**config.mk**
```make
export PLATFORM = sky130hd
export DESIGN_NAME = pipe_stage_reg_flat
export DESIGN_NICKNAME = d
export VERILOG_FILES = /design/src/rtl/pipe_stage_reg_if.sv /design/src/rtl/pipe_stage_reg.sv /design/src/flat_wrapper.sv
export SDC_FILE = /design/constraint.sdc
export NUM_CORES = 1
export LEC_CHECK = 0
export ABC_AREA = 1
export CORE_ASPECT_RATIO = 0.9
export CORE_UTILIZATION = 25
export CTS_CLUSTER_DIAMETER = 40
export CTS_CLUSTER_SIZE = 24
export DETAILED_ROUTE_END_ITERATION = 8
export SLEW_MARGIN = 25
export SYNTH_ARGS = -nofsm -noshare
export SYNTH_HDL_FRONTEND = slang
export SYNTH_SLANG_ARGS = --single-unit
```
**constraint.sdc**
```tcl
create_clock -name clk -period 1.4 [get_ports clk]
set_input_delay 0.42 -clock clk [delete_from_list [all_inputs] [get_ports clk]]
set_output_delay 0.42 -clock clk [all_outputs]
set_load 0.02 [all_outputs]
```
**src/rtl/pipe_stage_reg_if.sv**
```systemverilog
// Handshake/bus bundle for one pipeline stage register.
//   master : upstream/control side; drives in_*, stall_in, flush and observes out_*, busy_*.
//   slave  : the stage register itself.
// Signals:
//   in_valid/in_data/in_keep/in_tnew/in_busy : upstream instruction and its attributes
//   stall_in : hold request; flush : replace contents with a bubble
//   out_valid/out_data/out_keep/out_tnew     : registered stage contents
//   busy_out/busy_cnt : multi-cycle occupancy indication and remaining cycles
interface pipe_stage_reg_if #(
  parameter int unsigned DATA_W = 128,
  parameter int unsigned KEEP_W = 32,
  parameter int unsigned TNEW_W = 2,
  parameter int unsigned BUSY_W = 4
) ();
  logic              in_valid;
  logic [DATA_W-1:0] in_data;
  logic [KEEP_W-1:0] in_keep;
  logic [TNEW_W-1:0] in_tnew;
  logic [BUSY_W-1:0] in_busy;
  logic              stall_in;
  logic              flush;
  logic              out_valid;
  logic [DATA_W-1:0] out_data;
  logic [KEEP_W-1:0] out_keep;
  logic [TNEW_W-1:0] out_tnew;
  logic              busy_out;
  logic [BUSY_W-1:0] busy_cnt;

  modport master (
    output in_valid, in_data, in_keep, in_tnew, in_busy, stall_in, flush,
    input  out_valid, out_data, out_keep, out_tnew, busy_out, busy_cnt
  );

  modport slave (
    input  in_valid, in_data, in_keep, in_tnew, in_busy, stall_in, flush,
    output out_valid, out_data, out_keep, out_tnew, busy_out, busy_cnt
  );
endinterface

```
**src/rtl/pipe_stage_reg.sv**
```systemverilog
// Generic pipeline stage register for the five-stage MIPS core.
// Provides valid bit, stall (hold), flush (bubble that keeps the side-band PC field),
// saturating Tnew countdown that keeps running while held, and a multi-cycle occupancy
// counter so an MDU-style op can hold the stage for in_busy extra cycles.
// Ports:
//   clk : clock
//   rst : synchronous, active-high reset
//   bus : pipe_stage_reg_if.slave (in_* / stall_in / flush in, out_* / busy_* out)
// Update priority on each clock edge: rst > flush > hold > load.
module pipe_stage_reg #(
  parameter int unsigned DATA_W    = 128,
  parameter int unsigned KEEP_W    = 32,
  parameter int unsigned TNEW_W    = 2,
  parameter int unsigned BUSY_W    = 4,
  parameter bit          DECR_TNEW = 1'b1
) (
  input logic             clk,
  input logic             rst,
  pipe_stage_reg_if.slave bus
);

  localparam logic [TNEW_W-1:0] TnewOne = TNEW_W'(1);
  localparam logic [BUSY_W-1:0] BusyOne = BUSY_W'(1);

  logic              valid_q, valid_d;
  logic [DATA_W-1:0] data_q,  data_d;
  logic [KEEP_W-1:0] keep_q,  keep_d;
  logic [TNEW_W-1:0] tnew_q,  tnew_d;
  logic [BUSY_W-1:0] busy_q,  busy_d;
  logic              busy_nz;
  logic              hold;

  // Tnew floors at zero; with DECR_TNEW=0 it is passed through untouched.
  function automatic logic [TNEW_W-1:0] sat_dec(input logic [TNEW_W-1:0] x);
    if (!DECR_TNEW || (x == '0)) begin
      return x;
    end
    return x - TnewOne;
  endfunction

  assign busy_nz = (busy_q != '0);
  assign hold    = bus.stall_in | busy_nz;

  always_comb begin
    valid_d = valid_q;
    data_d  = data_q;
    keep_d  = keep_q;
    tnew_d  = tnew_q;
    busy_d  = busy_q;
    if (bus.flush) begin
      // Bubble still carries the PC of the flushed slot for exception reporting.
      valid_d = 1'b0;
      data_d  = '0;
      keep_d  = bus.in_keep;
      tnew_d  = '0;
      busy_d  = '0;
    end else if (hold) begin
      // Contents frozen, but hazard and occupancy countdowns keep running.
      tnew_d = sat_dec(tnew_q);
      if (busy_nz) begin
        busy_d = busy_q - BusyOne;
      end
    end else if (bus.in_valid) begin
      valid_d = 1'b1;
      data_d  = bus.in_data;
      keep_d  = bus.in_keep;
      tnew_d  = sat_dec(bus.in_tnew);
      busy_d  = bus.in_busy;
    end else begin
      valid_d = 1'b0;
      data_d  = '0;
      keep_d  = bus.in_keep;
      tnew_d  = '0;
      busy_d  = '0;
    end
  end

  always_ff @(posedge clk) begin
    if (rst) begin
      valid_q <= 1'b0;
      data_q  <= '0;
      keep_q  <= '0;
      tnew_q  <= '0;
      busy_q  <= '0;
    end else begin
      valid_q <= valid_d;
      data_q  <= data_d;
      keep_q  <= keep_d;
      tnew_q  <= tnew_d;
      busy_q  <= busy_d;
    end
  end

  assign bus.out_valid = valid_q;
  assign bus.out_data  = data_q;
  assign bus.out_keep  = keep_q;
  assign bus.out_tnew  = tnew_q;
  assign bus.busy_cnt  = busy_q;
  assign bus.busy_out  = busy_nz;

endmodule

```
**src/flat_wrapper.sv**
```systemverilog
// flat-port wrapper written by rule: the top's interface ports become plain ports
module pipe_stage_reg_flat 
#(
  parameter int unsigned DATA_W    = 128,
  parameter int unsigned KEEP_W    = 32,
  parameter int unsigned TNEW_W    = 2,
  parameter int unsigned BUSY_W    = 4,
  parameter bit          DECR_TNEW = 1'b1
)
  (clk, rst, bus_in_valid, bus_in_data, bus_in_keep, bus_in_tnew, bus_in_busy, bus_stall_in, bus_flush, bus_out_valid, bus_out_data, bus_out_keep, bus_out_tnew, bus_busy_out, bus_busy_cnt);
  pipe_stage_reg_if #(.DATA_W(DATA_W), .KEEP_W(KEEP_W), .TNEW_W(TNEW_W), .BUSY_W(BUSY_W)) bus_i ();
  input logic clk;
  input logic rst;
  input wire logic [$bits(bus_i.in_valid)-1:0] bus_in_valid;
  input wire logic [$bits(bus_i.in_data)-1:0] bus_in_data;
  input wire logic [$bits(bus_i.in_keep)-1:0] bus_in_keep;
  input wire logic [$bits(bus_i.in_tnew)-1:0] bus_in_tnew;
  input wire logic [$bits(bus_i.in_busy)-1:0] bus_in_busy;
  input wire logic [$bits(bus_i.stall_in)-1:0] bus_stall_in;
  input wire logic [$bits(bus_i.flush)-1:0] bus_flush;
  output wire logic [$bits(bus_i.out_valid)-1:0] bus_out_valid;
  output wire logic [$bits(bus_i.out_data)-1:0] bus_out_data;
  output wire logic [$bits(bus_i.out_keep)-1:0] bus_out_keep;
  output wire logic [$bits(bus_i.out_tnew)-1:0] bus_out_tnew;
  output wire logic [$bits(bus_i.busy_out)-1:0] bus_busy_out;
  output wire logic [$bits(bus_i.busy_cnt)-1:0] bus_busy_cnt;
  assign bus_i.in_valid = bus_in_valid;
  assign bus_i.in_data = bus_in_data;
  assign bus_i.in_keep = bus_in_keep;
  assign bus_i.in_tnew = bus_in_tnew;
  assign bus_i.in_busy = bus_in_busy;
  assign bus_i.stall_in = bus_stall_in;
  assign bus_i.flush = bus_flush;
  assign bus_out_valid = bus_i.out_valid;
  assign bus_out_data = bus_i.out_data;
  assign bus_out_keep = bus_i.out_keep;
  assign bus_out_tnew = bus_i.out_tnew;
  assign bus_busy_out = bus_i.busy_out;
  assign bus_busy_cnt = bus_i.busy_cnt;
  pipe_stage_reg #(.DATA_W(DATA_W), .KEEP_W(KEEP_W), .TNEW_W(TNEW_W), .BUSY_W(BUSY_W), .DECR_TNEW(DECR_TNEW)) u_core (.clk(clk), .rst(rst), .bus(bus_i));
endmodule
```
==> flow_metrics.env <==
export IMPL_final_cell_mix="nand2_1 (309), clkdlybuf4s50_1 (169), dfxtp_1 (150)"
export IMPL_reg2regPathDepth=8
export IMPL_power_per_cell_area_nw_per_um2=1140
export IMPL_endpoint="bus_busy_out"
export IMPL_critPathMaxFanout=3
export IMPL_layout_drive_gt1_share=0.246
export IMPL_vias=7186
export IMPL_finalWorstPathRequiredPeriod_ns=1.59
export IMPL_clock_sinks=167
export IMPL_path_clk_slew_ns=0.07
export IMPL_tightest_slew_ns=0.385
export IMPL_p_total_uw=12800
export IMPL_fin_area_um2=11300
export IMPL_violations="setup timing"
export IMPL_initialDrtViolationCount=291
export IMPL_die_y_um=163
export IMPL_antenna_cells=0
export IMPL_max_cap_violations=0
export IMPL_rrSetupSlack_ns=-0.18
export IMPL_ant_nets=0
export IMPL_postSynthNetCount=1126
export IMPL_numCtsBuffers=17
export IMPL_min_period_over_period=1.13
export IMPL_pre_cts_ws_ns=-0.544
export IMPL_htreeDepth=4
export IMPL_die_x_um=180
export IMPL_clk_path_buf_depth=2
export IMPL_ys_ff_latch=167
export IMPL_dr_pass1_iters=7
export IMPL_cts_tree="yes"
export IMPL_crit_buf_inv=2
export IMPL_finalSetupViolCount=166
export IMPL_crit_chain="inv_4 > ha_4 > nand2_2 > buf_6"
export IMPL_nets=1476
export IMPL_max_freq_mhz=631
export IMPL_seq_area_um2=3370
export IMPL_place_gp_congestion=0.789
export IMPL_viasPerCell=4.29
export IMPL_syn_area_per_cell_um2=7.52
export IMPL_critPathArrivalTime_ns=1.17
export IMPL_ioPinCount=339
export IMPL_rsz0062_at_grt="yes"
export IMPL_dp_hpwl_mm=16.7
export IMPL_cts_hold_buffers=0
export IMPL_netlist_instances=952
export IMPL_wl_per_cell_um=14.3
export IMPL_critical_path_top_delay_family="flip-flops"
export IMPL_synthDistinctLibCells=26
export IMPL_io_buffer_count=338
export IMPL_wl_mm=24.0
export IMPL_clk_latency_ns=0.43
export IMPL_ctsRootBufferMaster="clkbuf_16"
export IMPL_grt_usage=0.163
export IMPL_yosysWarnings=0
export IMPL_crit_reg2reg_launch="u_core.bus.busy_cnt[1]"
export IMPL_ys_seq_area_frac=0.467
export IMPL_drc=0
export IMPL_antenna_found_initial=0
export IMPL_cp_end_kind="output port"
export IMPL_crit_cells=4
export IMPL_multiInputGateArea_um2=3380
export IMPL_critPathRequiredTime_ns=0.98
export IMPL_slowest_stage="dfxtp_4"
export IMPL_finalHoldViolations=0
export IMPL_grt_pass1_vias=6950
export IMPL_max_slew_margin_rel=0.741
export IMPL_worst_slack_ns=-0.186
export IMPL_overflow=0
export IMPL_grt_max_degree=73
export IMPL_postLayoutCoreUtil=0.401
export IMPL_layout_commonest_cell="nand2_1"
export IMPL_rows=58
export IMPL_hp_class="flip-flop to flip-flop"
export IMPL_r2r_end="u_core.bus.out_data[55]"
export IMPL_fill_cells=2961
export IMPL_synthToLayoutAreaGrowth_pct=57.1
export IMPL_vdd_drop_max_mv=0.710
export IMPL_drv_slew=0
export IMPL_syn_area_um2=7160
export IMPL_start_kind="flip-flop"
export IMPL_crit_type="flip-flop to output port"
export IMPL_startpoint="u_core.bus.busy_cnt[0]"
export IMPL_p_leak_uw=0.00467
export IMPL_placedInstanceArea_um2=11200
export IMPL_initial_core_util=0.255
export IMPL_grt_pass1_wl_mm=37.7
export IMPL_skew_ns=0.0105
export IMPL_coreArea_um2=28100
export IMPL_dieArea_um2=29300
export IMPL_status="finished with violations"
export IMPL_fin_hold_ws_ns=0.454
export IMPL_max_stage_delay_ns=0.36
==> cell families after synthesis <==
family | count (synthesis) | share of synthesized area
compound gates | 134 | 0.0936
fa+ha+maj | 3 | 0.00524
flops | 167 | 0.467
simple gates | 558 | 0.358
buf+inv | 89 | 0.0749
xor+xnor | 1 | 0.00122
==> layer usage <==
| metal | GRT usage | wire length (um) | share of wire | vias to the layer above |
|---|---|---|---|---|
| met4 | 0.0435 | 254 | 0.011 | 0 |
| met3 | 0.0682 | 2370 | 0.098 | 15 |
| met2 | 0.265 | 11000 | 0.46 | 264 |
| met5 | 0 | 0 | 0 | - |
| li1 | - | - | - | 3687 |
| met1 | 0.197 | 10400 | 0.43 | 3220 |
==> through the flow <==
step,std cells,TNS (ns)
5_1_grt,1675,-30.26
3_5_place_dp,1637,-79.53
3_3_place_gp,1637,-72.80
4_1_cts,1675,-17.76
6_report,1675,-14.41
2_1_floorplan,952,0
==> state kept, by name (all words and copies together) (netlist names) <==
name and cells:
u_core.bus.busy_cnt 4, u_core.bus.out_tnew 2, u_core.bus.out_keep 32, u_core.bus.out_data 128, u_core.bus.out_valid 1
==> final cells by class <==
type | instances | area share
timing repair buffer | 402 | 0.306
multi-input combinational | 696 | 0.301
sequential | 167 | 0.300
tap | 360 | 0.0400
clock buffer | 19 | 0.0385
clock inverter | 13 | 0.00856
inverter | 18 | 0.00712
==> cells in the mapped netlist, drive strengths merged <==
| cell type | count | share of area |
|---|---|---|
| nand2 | 311 | 0.16 |
| dfxtp | 167 | 0.47 |
| a21oi | 131 | 0.092 |
| or2 | 129 | 0.11 |
| nor2 | 77 | 0.041 |
| buf | 41 | 0.049 |
| nand3b | 32 | 0.034 |
| clkbuf | 30 | 0.016 |
| inv | 17 | 0.0089 |
| nand3 | 6 | 0.0049 |
| ha | 3 | 0.0052 |
| o21ai | 3 | 0.0021 |
| nand4 | 2 | 0.0017 |
| clkinv | 1 | 0.00052 |
| nor3b | 1 | 0.0010 |
| xor2 | 1 | 0.0012 |
==> worst min-delay path by stage <==
stage,depth (start not counted),end,slack [ns],start
6_report,2,u_core.bus.out_data[50],0.45,u_core.bus.out_data[50]
5_1_grt,2,u_core.bus.out_data[84],0.48,u_core.bus.out_data[84]
4_1_cts,2,u_core.bus.out_data[50],0.46,u_core.bus.out_data[50]
3_5_place_dp,2,u_core.bus.out_data[113],0.45,u_core.bus.out_data[113]
3_3_place_gp,2,u_core.bus.out_data[102],0.45,u_core.bus.out_data[102]
2_1_floorplan,2,u_core.bus.out_data[100],0.54,u_core.bus.out_data[100]
==> tightest hold or removal path: cells and delay by family, from the launching register on <==
family,cells,cell delay [ns]
flip-flops,1,0.31
AND/OR/NAND/NOR,1,0.06
AO/OA/AOI/OAI,1,0.05
==> power by group <==
part           leakage (uW)  switching, uW  internal, uW
Combinational       0.00306           1680          1610
Clock              0.000243           2120          2290
Sequential          0.00137            116          4980
Total               0.00467           3920          8880
==> what timing repair did <==
| action | CTS | global route |
|---|---|---|
| resized for setup | 747 | 30 |
| pin swaps | 8 | 0 |
| endpoints found under the setup margin | 332 | 268 |
| setup buffers | 3 | 0 |
| gates cloned | 3 | 0 |
No activity file was read; power rests on OpenSTA's default activity.
